$ cat src/rtl/alarm_snooze_ctrl.sv
`default_nettype none
// ============================================================================
//  Module      : alarm_snooze_ctrl
//  Description : Alarm ring / snooze sequencer. Starts ringing when the
//                time reaches the alarm setting at second zero. Rings for a
//                bounded number of seconds, and allows a limited number of
//                snoozes per alarm event.
//  Ports       : clk, rst (async, active-low)
//                tick            - one-cycle once-per-second strobe
//                tsec/tmin/thrs  - current time (binary, 7 bits each)
//                amin/ahrs       - alarm setting (binary, 7 bits each)
//                alarmon         - alarm enable level
//                snooze          - snooze button level (synchronous to clk)
//                buzz            - sound request (state == RING)
//                snoozing        - snooze interval running (state == SNOOZE)
//                snz_used        - snoozes consumed in the current event
//  Revision    : 1.0 - initial release
// ============================================================================
module alarm_snooze_ctrl #(
    parameter int SNOOZE_MIN = 9,   // snooze length in minutes, 1..60
    parameter int RING_SEC   = 60,  // auto-silence timeout in seconds, 1..255
    parameter int MAX_SNOOZE = 3    // snoozes per alarm event, 0..3
) (
    input  logic       clk,
    input  logic       rst,
    input  logic       tick,
    input  logic [6:0] tsec,
    input  logic [6:0] tmin,
    input  logic [6:0] thrs,
    input  logic [6:0] amin,
    input  logic [6:0] ahrs,
    input  logic       alarmon,
    input  logic       snooze,
    output logic       buzz,
    output logic       snoozing,
    output logic [1:0] snz_used
);

    typedef enum logic [1:0] {
        S_IDLE   = 2'd0,
        S_RING   = 2'd1,
        S_SNOOZE = 2'd2,
        S_DONE   = 2'd3
    } state_t;

    localparam logic [11:0] c_snz_load  = 12'(SNOOZE_MIN * 60);
    localparam logic [7:0]  c_ring_last = 8'(RING_SEC - 1);
    localparam logic [1:0]  c_max_snz   = 2'(MAX_SNOOZE);

    state_t      r_state;
    logic [7:0]  r_ring_cnt;
    logic [11:0] r_snz_tmr;
    logic [1:0]  r_snz_used;
    logic        r_snooze_q;

    state_t      w_state_nxt;
    logic [7:0]  w_ring_nxt;
    logic [11:0] w_tmr_nxt;
    logic [1:0]  w_used_nxt;

    logic        w_match;
    logic        w_snz_edge;
    logic        w_trigger;

    assign w_match    = (tmin == amin) && (thrs == ahrs);
    assign w_snz_edge = snooze && !r_snooze_q;
    assign w_trigger  = tick && (tsec == 7'd0) && w_match;

    // ------------------------------------------------------------------
    // State and counter registers. r_snooze_q resets high so that a button
    // held through reset release is not seen as a fresh press.
    // ------------------------------------------------------------------
    always_ff @(posedge clk or negedge rst) begin
        if (!rst) begin
            r_state    <= S_IDLE;
            r_ring_cnt <= '0;
            r_snz_tmr  <= '0;
            r_snz_used <= '0;
            r_snooze_q <= 1'b1;
        end else begin
            r_state    <= w_state_nxt;
            r_ring_cnt <= w_ring_nxt;
            r_snz_tmr  <= w_tmr_nxt;
            r_snz_used <= w_used_nxt;
            r_snooze_q <= snooze;
        end
    end

    // ------------------------------------------------------------------
    // Next-state logic. Disabling the alarm overrides everything; every
    // path into IDLE clears the per-event bookkeeping.
    // ------------------------------------------------------------------
    always_comb begin
        w_state_nxt = r_state;
        w_ring_nxt  = r_ring_cnt;
        w_tmr_nxt   = r_snz_tmr;
        w_used_nxt  = r_snz_used;

        if (!alarmon) begin
            w_state_nxt = S_IDLE;
            w_ring_nxt  = '0;
            w_tmr_nxt   = '0;
            w_used_nxt  = '0;
        end else begin
            case (r_state)
                S_IDLE: begin
                    if (w_trigger) begin
                        w_state_nxt = S_RING;
                        w_ring_nxt  = '0;
                    end
                end

                S_RING: begin
                    // A permitted snooze press takes priority over timeout.
                    if (w_snz_edge && (r_snz_used < c_max_snz)) begin
                        w_state_nxt = S_SNOOZE;
                        w_used_nxt  = r_snz_used + 2'd1;
                        w_tmr_nxt   = c_snz_load;
                    end else if (tick) begin
                        if (r_ring_cnt == c_ring_last) begin
                            w_state_nxt = S_DONE;
                        end else begin
                            w_ring_nxt = r_ring_cnt + 8'd1;
                        end
                    end
                end

                S_SNOOZE: begin
                    if (tick) begin
                        if (r_snz_tmr == 12'd1) begin
                            w_state_nxt = S_RING;
                            w_ring_nxt  = '0;
                            w_tmr_nxt   = '0;
                        end else if (r_snz_tmr != 12'd0) begin
                            w_tmr_nxt = r_snz_tmr - 12'd1;
                        end
                    end
                end

                S_DONE: begin
                    // Hold off re-triggering until the alarm minute has passed.
                    if (!w_match) begin
                        w_state_nxt = S_IDLE;
                        w_ring_nxt  = '0;
                        w_tmr_nxt   = '0;
                        w_used_nxt  = '0;
                    end
                end
            endcase
        end
    end

    assign buzz     = (r_state == S_RING);
    assign snoozing = (r_state == S_SNOOZE);
    assign snz_used = r_snz_used;

endmodule
`default_nettype wire

$ cat config.mk
export PLATFORM = sky130hd
export DESIGN_NAME = alarm_snooze_ctrl
export DESIGN_NICKNAME = d
export VERILOG_FILES = /design/src/rtl/alarm_snooze_ctrl.sv
export SDC_FILE = /design/constraint.sdc
export NUM_CORES = 1
export LEC_CHECK = 0
export CORE_MARGIN = 1
export CORE_UTILIZATION = 42
export DETAILED_ROUTE_END_ITERATION = 8
export HOLD_SLACK_MARGIN = 0.12
export PLACE_DENSITY = 0.7
export SYNTH_ARGS = -nofsm -noshare
export SYNTH_HDL_FRONTEND = slang
export SYNTH_SLANG_ARGS = --single-unit
$ cat constraint.sdc
create_clock -name clk -period 4.3 [get_ports clk]
set_input_delay 0.86 -clock clk [delete_from_list [all_inputs] [get_ports clk]]
set_output_delay 0.86 -clock clk [all_outputs]
set_load 0.05 [all_outputs]
Word-level counts from Yosys, hierarchy flattened
Index checks and enable logic that the tools add are counted.

$add $sub $neg: 3. $lt $le $gt $ge: 1. Eq/ne operators: 20. Multiplexer cells: 28. Reductions and logical operators: 13.

Operator list (count): $mux 12 (6); $mux 8 (8); $pmux 12 s3 (1); $pmux 8 s4 (1); $mux 2 (10); $ne 3x3->1 const B (6); $eq 7x7->1 (2); $eq 12x1->1 const B (1); $reduce_bool 12->1 (1); $sub 12x1->12 const B (1); $add 8x1->8 const B (1); $eq 8x6->1 const B (1); $ne 4x2->1 const B (2); $pmux 2 s4 (1); $logic_not 7->1 (1); $reduce_and 7->1 (1); $ne 3x2->1 const B (2); $reduce_and 6->1 (1); $logic_and 1x1->1 (5); $reduce_and 5->1 (1); $eq 2x2->1 const B (2); $ne 4x1->1 const B (1); $ne 4x3->1 const B (1); $pmux 2 s2 (1); 7 further kinds (7).

Bits in registers: 25. Input bits: 40. Output and inout port bits: 4. Word-level logic and storage cells: 70.

Logic depth before layout (Yosys ltp)
Depth after elaboration: 6. Mapped depth: 9. Gate-level depth less buffers: 7.

Worst setup path before layout
Ideal clock, no wire load.

Kind: input to register. Start: input snooze. End: register r_snz_tmr[5]. Setup time: 0.095 ns. Data arrival time: 2.310 ns. Data required time: 4.205 ns. Path slack: 1.895 ns. Cell stages on the path: 7. Buffers on the path: 1. Cells stage by stage: nor3b_1 nand2_1 o2bb2ai_1 or3_1 clkbuf_1 or2_1 o31ai_1.

Cells in the longest elaborated chain, start to end: 4.

RTL lines: start, declared (RTL line 33) `input logic snooze,`; $logic_and 1x1->1 (RTL line 66) `assign w_snz_edge = snooze && !r_snooze_q;`; $logic_and 1x1->1 (RTL line 115) `if (w_snz_edge && (r_snz_used < c_max_snz)) begin`; $ne 3x2->1 (no line); $reduce_and 5->1 (no line); end signal, assigned (RTL line 83) `r_snz_tmr <= w_tmr_nxt;`; end, declared (RTL line 52) `logic [11:0] r_snz_tmr;`.

Every way passes these cells. A chain may end at the register's enable or synchronous reset.

Worst setup path after layout
Ends and elaborated chain as after synthesis.

==> results by group <==
Detailed routing
  • Drt drc: 0
  • Via-to-Cell Ratio: 5.511
  • Final WL: 4114 um
  • Via count: 1,543
  • Drt wl/cell: 14.69 um
  • DRT iter0 DRCs: 56
  • Remaining antenna violation count: 0
  • TritonRoute pass-1 iters: 4

Logic synthesis
  • Adder-cell area share of the yosys netlist: 3.723%
  • Synth top area cells: dfrtp_1 36%, xnor2_1 7.3%, o21ai_0 6.0%
  • Yosys Warn Count: 0
  • Synth Cell Area: 1680 um^2
  • Register bit count reported by yosys: 25
  • Sequential area share after synthesis: 37.30%
  • Post-synth EDFFs: 0
  • Gate Count Post-Synth: 190
  • Compound-gate portion of the synthesized area: 19.88%
  • Syn nets: 235
  • Synth Area in XOR/XNOR: 7.297%
  • Mux contribution to synthesized area: 2.085%
  • Synth Area in Simple Gates: 26.36%
  • Cell variety after synth: 38
  • Ys flop type: dfrtp_1
  • Synthesized area per cell: 8.844 um^2
  • Area leader, netlist: dfrtp_1
  • Largest family of logic cells by synthesized area: simple AND/OR/NAND/NOR gates
  • Top cell type's share of synthesized area: 35.74%
  • Async set-reset flop share out of synthesis: 100.0%

Pwr
  • Leak pwr: 0.8713 nW
  • Power per cell area: 314.6 nW/um^2
  • Total power: 0.6912 mW
  • Max VDD drop: 220.0 uV

Clock tree
  • Clock sink count: 25
  • Root Driver: clkbuf_8
  • Hold_buf cts: 0
  • Cts bufs inserted: 3
  • CTS Buffer Depth: 2
  • CTS tree: done
  • Clock Pin Slew Worst Setup and Hold Paths: 0.09 ns
  • Clock latency on the worst-skew pair: 0.28 ns
  • Post_cts resized: 0
  • Setup Buffers After CTS: 0
  • H-tree levels: 1

Worst setup path
  • Critical path class: input pin to flop
  • Setup crit end kind: flop
  • CP peak stage delay: 0.51 ns
  • Startpoint Class: input pin
  • Worst EP required: 4.50 ns
  • CP arrival: 3.19 ns
  • Cell family with most CP delay: simple AND/OR/NAND/NOR gates
  • Crit path cell chain: clkdlybuf4s50_1, nor3b_1, nand2_1, o2bb2ai_1, or3_1, or2_1, o31ai_1
  • Crit Path Max Fanout: 15
  • CP max-delay cell: or3_1
  • Bufs and invs on worst path: 1

Global route
  • First-pass GRT wire length: 6768 um
  • Vias in the first global route: 1,478
  • Total global routing overflow: 0
  • Global-route usage over all layers: 20.86%
  • Initial antenna violation count: 0
  • Largest net degree at the start of global routing: 26

STA
  • # setup viols final: 0
  • Maximum clock rate: 334.1 MHz
  • Hold_ws: 0.5296 ns
  • Final clock period utilization by the worst path: 69.61%
  • Fin. Hold Viols: 0
  • Max-slew violations: 0
  • Fin Setup TNS: 0 ns
  • Unrepaired setup endpoints after global routing: no
  • Minimum clock period: 2.993 ns
  • Worst slew pin tran: 0.9289 ns
  • Clock skew: 0.005439 ns
  • Slew HR: 37.50%

Floorplanning
  • # rows: 22
  • Total die area: 4258 um^2
  • Core Region: 3744 um^2
  • Starting Density: 44.89%
  • DIE HEIGHT: 65.25 um
  • Die Wd: 65.25 um
  • Ports: 44

Cells and area
  • Most common cell after layout, fill and taps aside: clkdlybuf4s50_1
  • Area growth from synthesis to layout: 30.75%
  • Final #Nets: 278
  • Commonest non-fill, non-tap cells in the layout: 43 x clkdlybuf4s50_1, 24 x dfrtp_1, 20 x o21ai_0
  • Diode count: 0
  • Layout cells sized above 1: 4.741%

Placed design
  • Port Buffers: 43
  • DP Wirelength: 3203 um
  • Final RePlAce weighted congestion: 0.7884

Flow run
  • Total of max-cap violations: 0

Min path
  • Worst hold path class: flop to flop

Status
  • Outcome: finished, final reports clean
[kinds of logic (layout without fill, tap and decap cells)]
family                   Yosys count  count (layout)
AO/OA/AOI/OAI                     54              54
AND/OR/NAND/NOR                   76              76
multiplexers                       3               3
buffers and inverters             13              55
XOR/XNOR                          14              14
flip-flops                        25              25
adder cells (fa/ha/maj)            5               5
[flip-flops by register name (all words and copies together) (netlist names)]
name        cells
r_snz_tmr      12
r_ring_cnt      8
r_state         2
snz_used        2
r_snooze_q      1
[area by class of cell]
cell class	instances	area, um^2
Sequential cell	25	626.9
Multi-Input combinational cell	152	997.2
Inverter	7	26.28
Clock buffer	3	41.29
Clock inverter	1	7.507
Fill cell	356	1546
Timing Repair Buffer	44	437.9
Tap cell	48	60.06
[tightest hold or removal path, stage by stage (launching register included)]
cell and delay [ns]:
dfrtp_1 0.38, nand2_1 0.05, o21ai_0 0.07
[final timing paths]
kind / start / endpoint / slack, ns / depth (start not counted)
hold reg to reg: snz_used[1] / snz_used[1] / 0.53 / 2
hold / removal: snz_used[1] / snz_used[1] / 0.53 / 2
max in group asynchronous: rst / r_snooze_q / 3.05 / 2
setup reg to reg: snz_used[0] / r_snz_tmr[5] / 1.75 / 7
setup / recovery: snooze / r_snz_tmr[5] / 1.31 / 7
min in group asynchronous: rst / r_ring_cnt[7] / 0.95 / 2
[power breakdown]
group	switching, mW	internal, mW	total [mW]	leakage (nW)
clock	0.0816	0.0659	0.148	0.0217
sequential	0.0331	0.260	0.293	0.334
combinational	0.138	0.112	0.251	0.516
total	0.253	0.438	0.691	0.871
[cell usage after synthesis (all sizes together), types with 2 or more instances]
cell and n:
nand2b 2, nand3b 2, nand2 14, xnor2 14
nor2b 4, inv 7, o31ai 3, nand4 8
nand3 10, mux2i 2, a21oi 14, dfrtp 24
a31oi 2, or2 2, o2bb2ai 7, nor4 8
or3 2, o21ai 20, nor2 8, nor3 11
ha 5, clkbuf 5, a21o 2, and3 3
[layer usage]
layer | vias to the layer above | share of wire (%) | GRT usage (%)
li1 | 781 | - | -
met4 | 0 | 2.1 | 8.696
met5 | - | 0 | 0
met3 | 7 | 3.7 | 2.604
met2 | 33 | 51 | 37.63
met1 | 722 | 43 | 24.67
[through the flow]
| stage | util, % | cell area, um^2 | cells | worst slack (ns) |
|---|---|---|---|---|
| global placement | 57.39 | 2148 | 276 | 1.114 |
| detailed placement | 57.39 | 2148 | 276 | 1.051 |
| global route | 58.69 | 2197 | 280 | 1.119 |
| finish | 58.69 | 2197 | 280 | 1.307 |
| CTS | 58.69 | 2197 | 280 | 1.353 |
| floorplan | - | 1680 | 190 | 1.895 |
(Power assumes the default switching activity.)
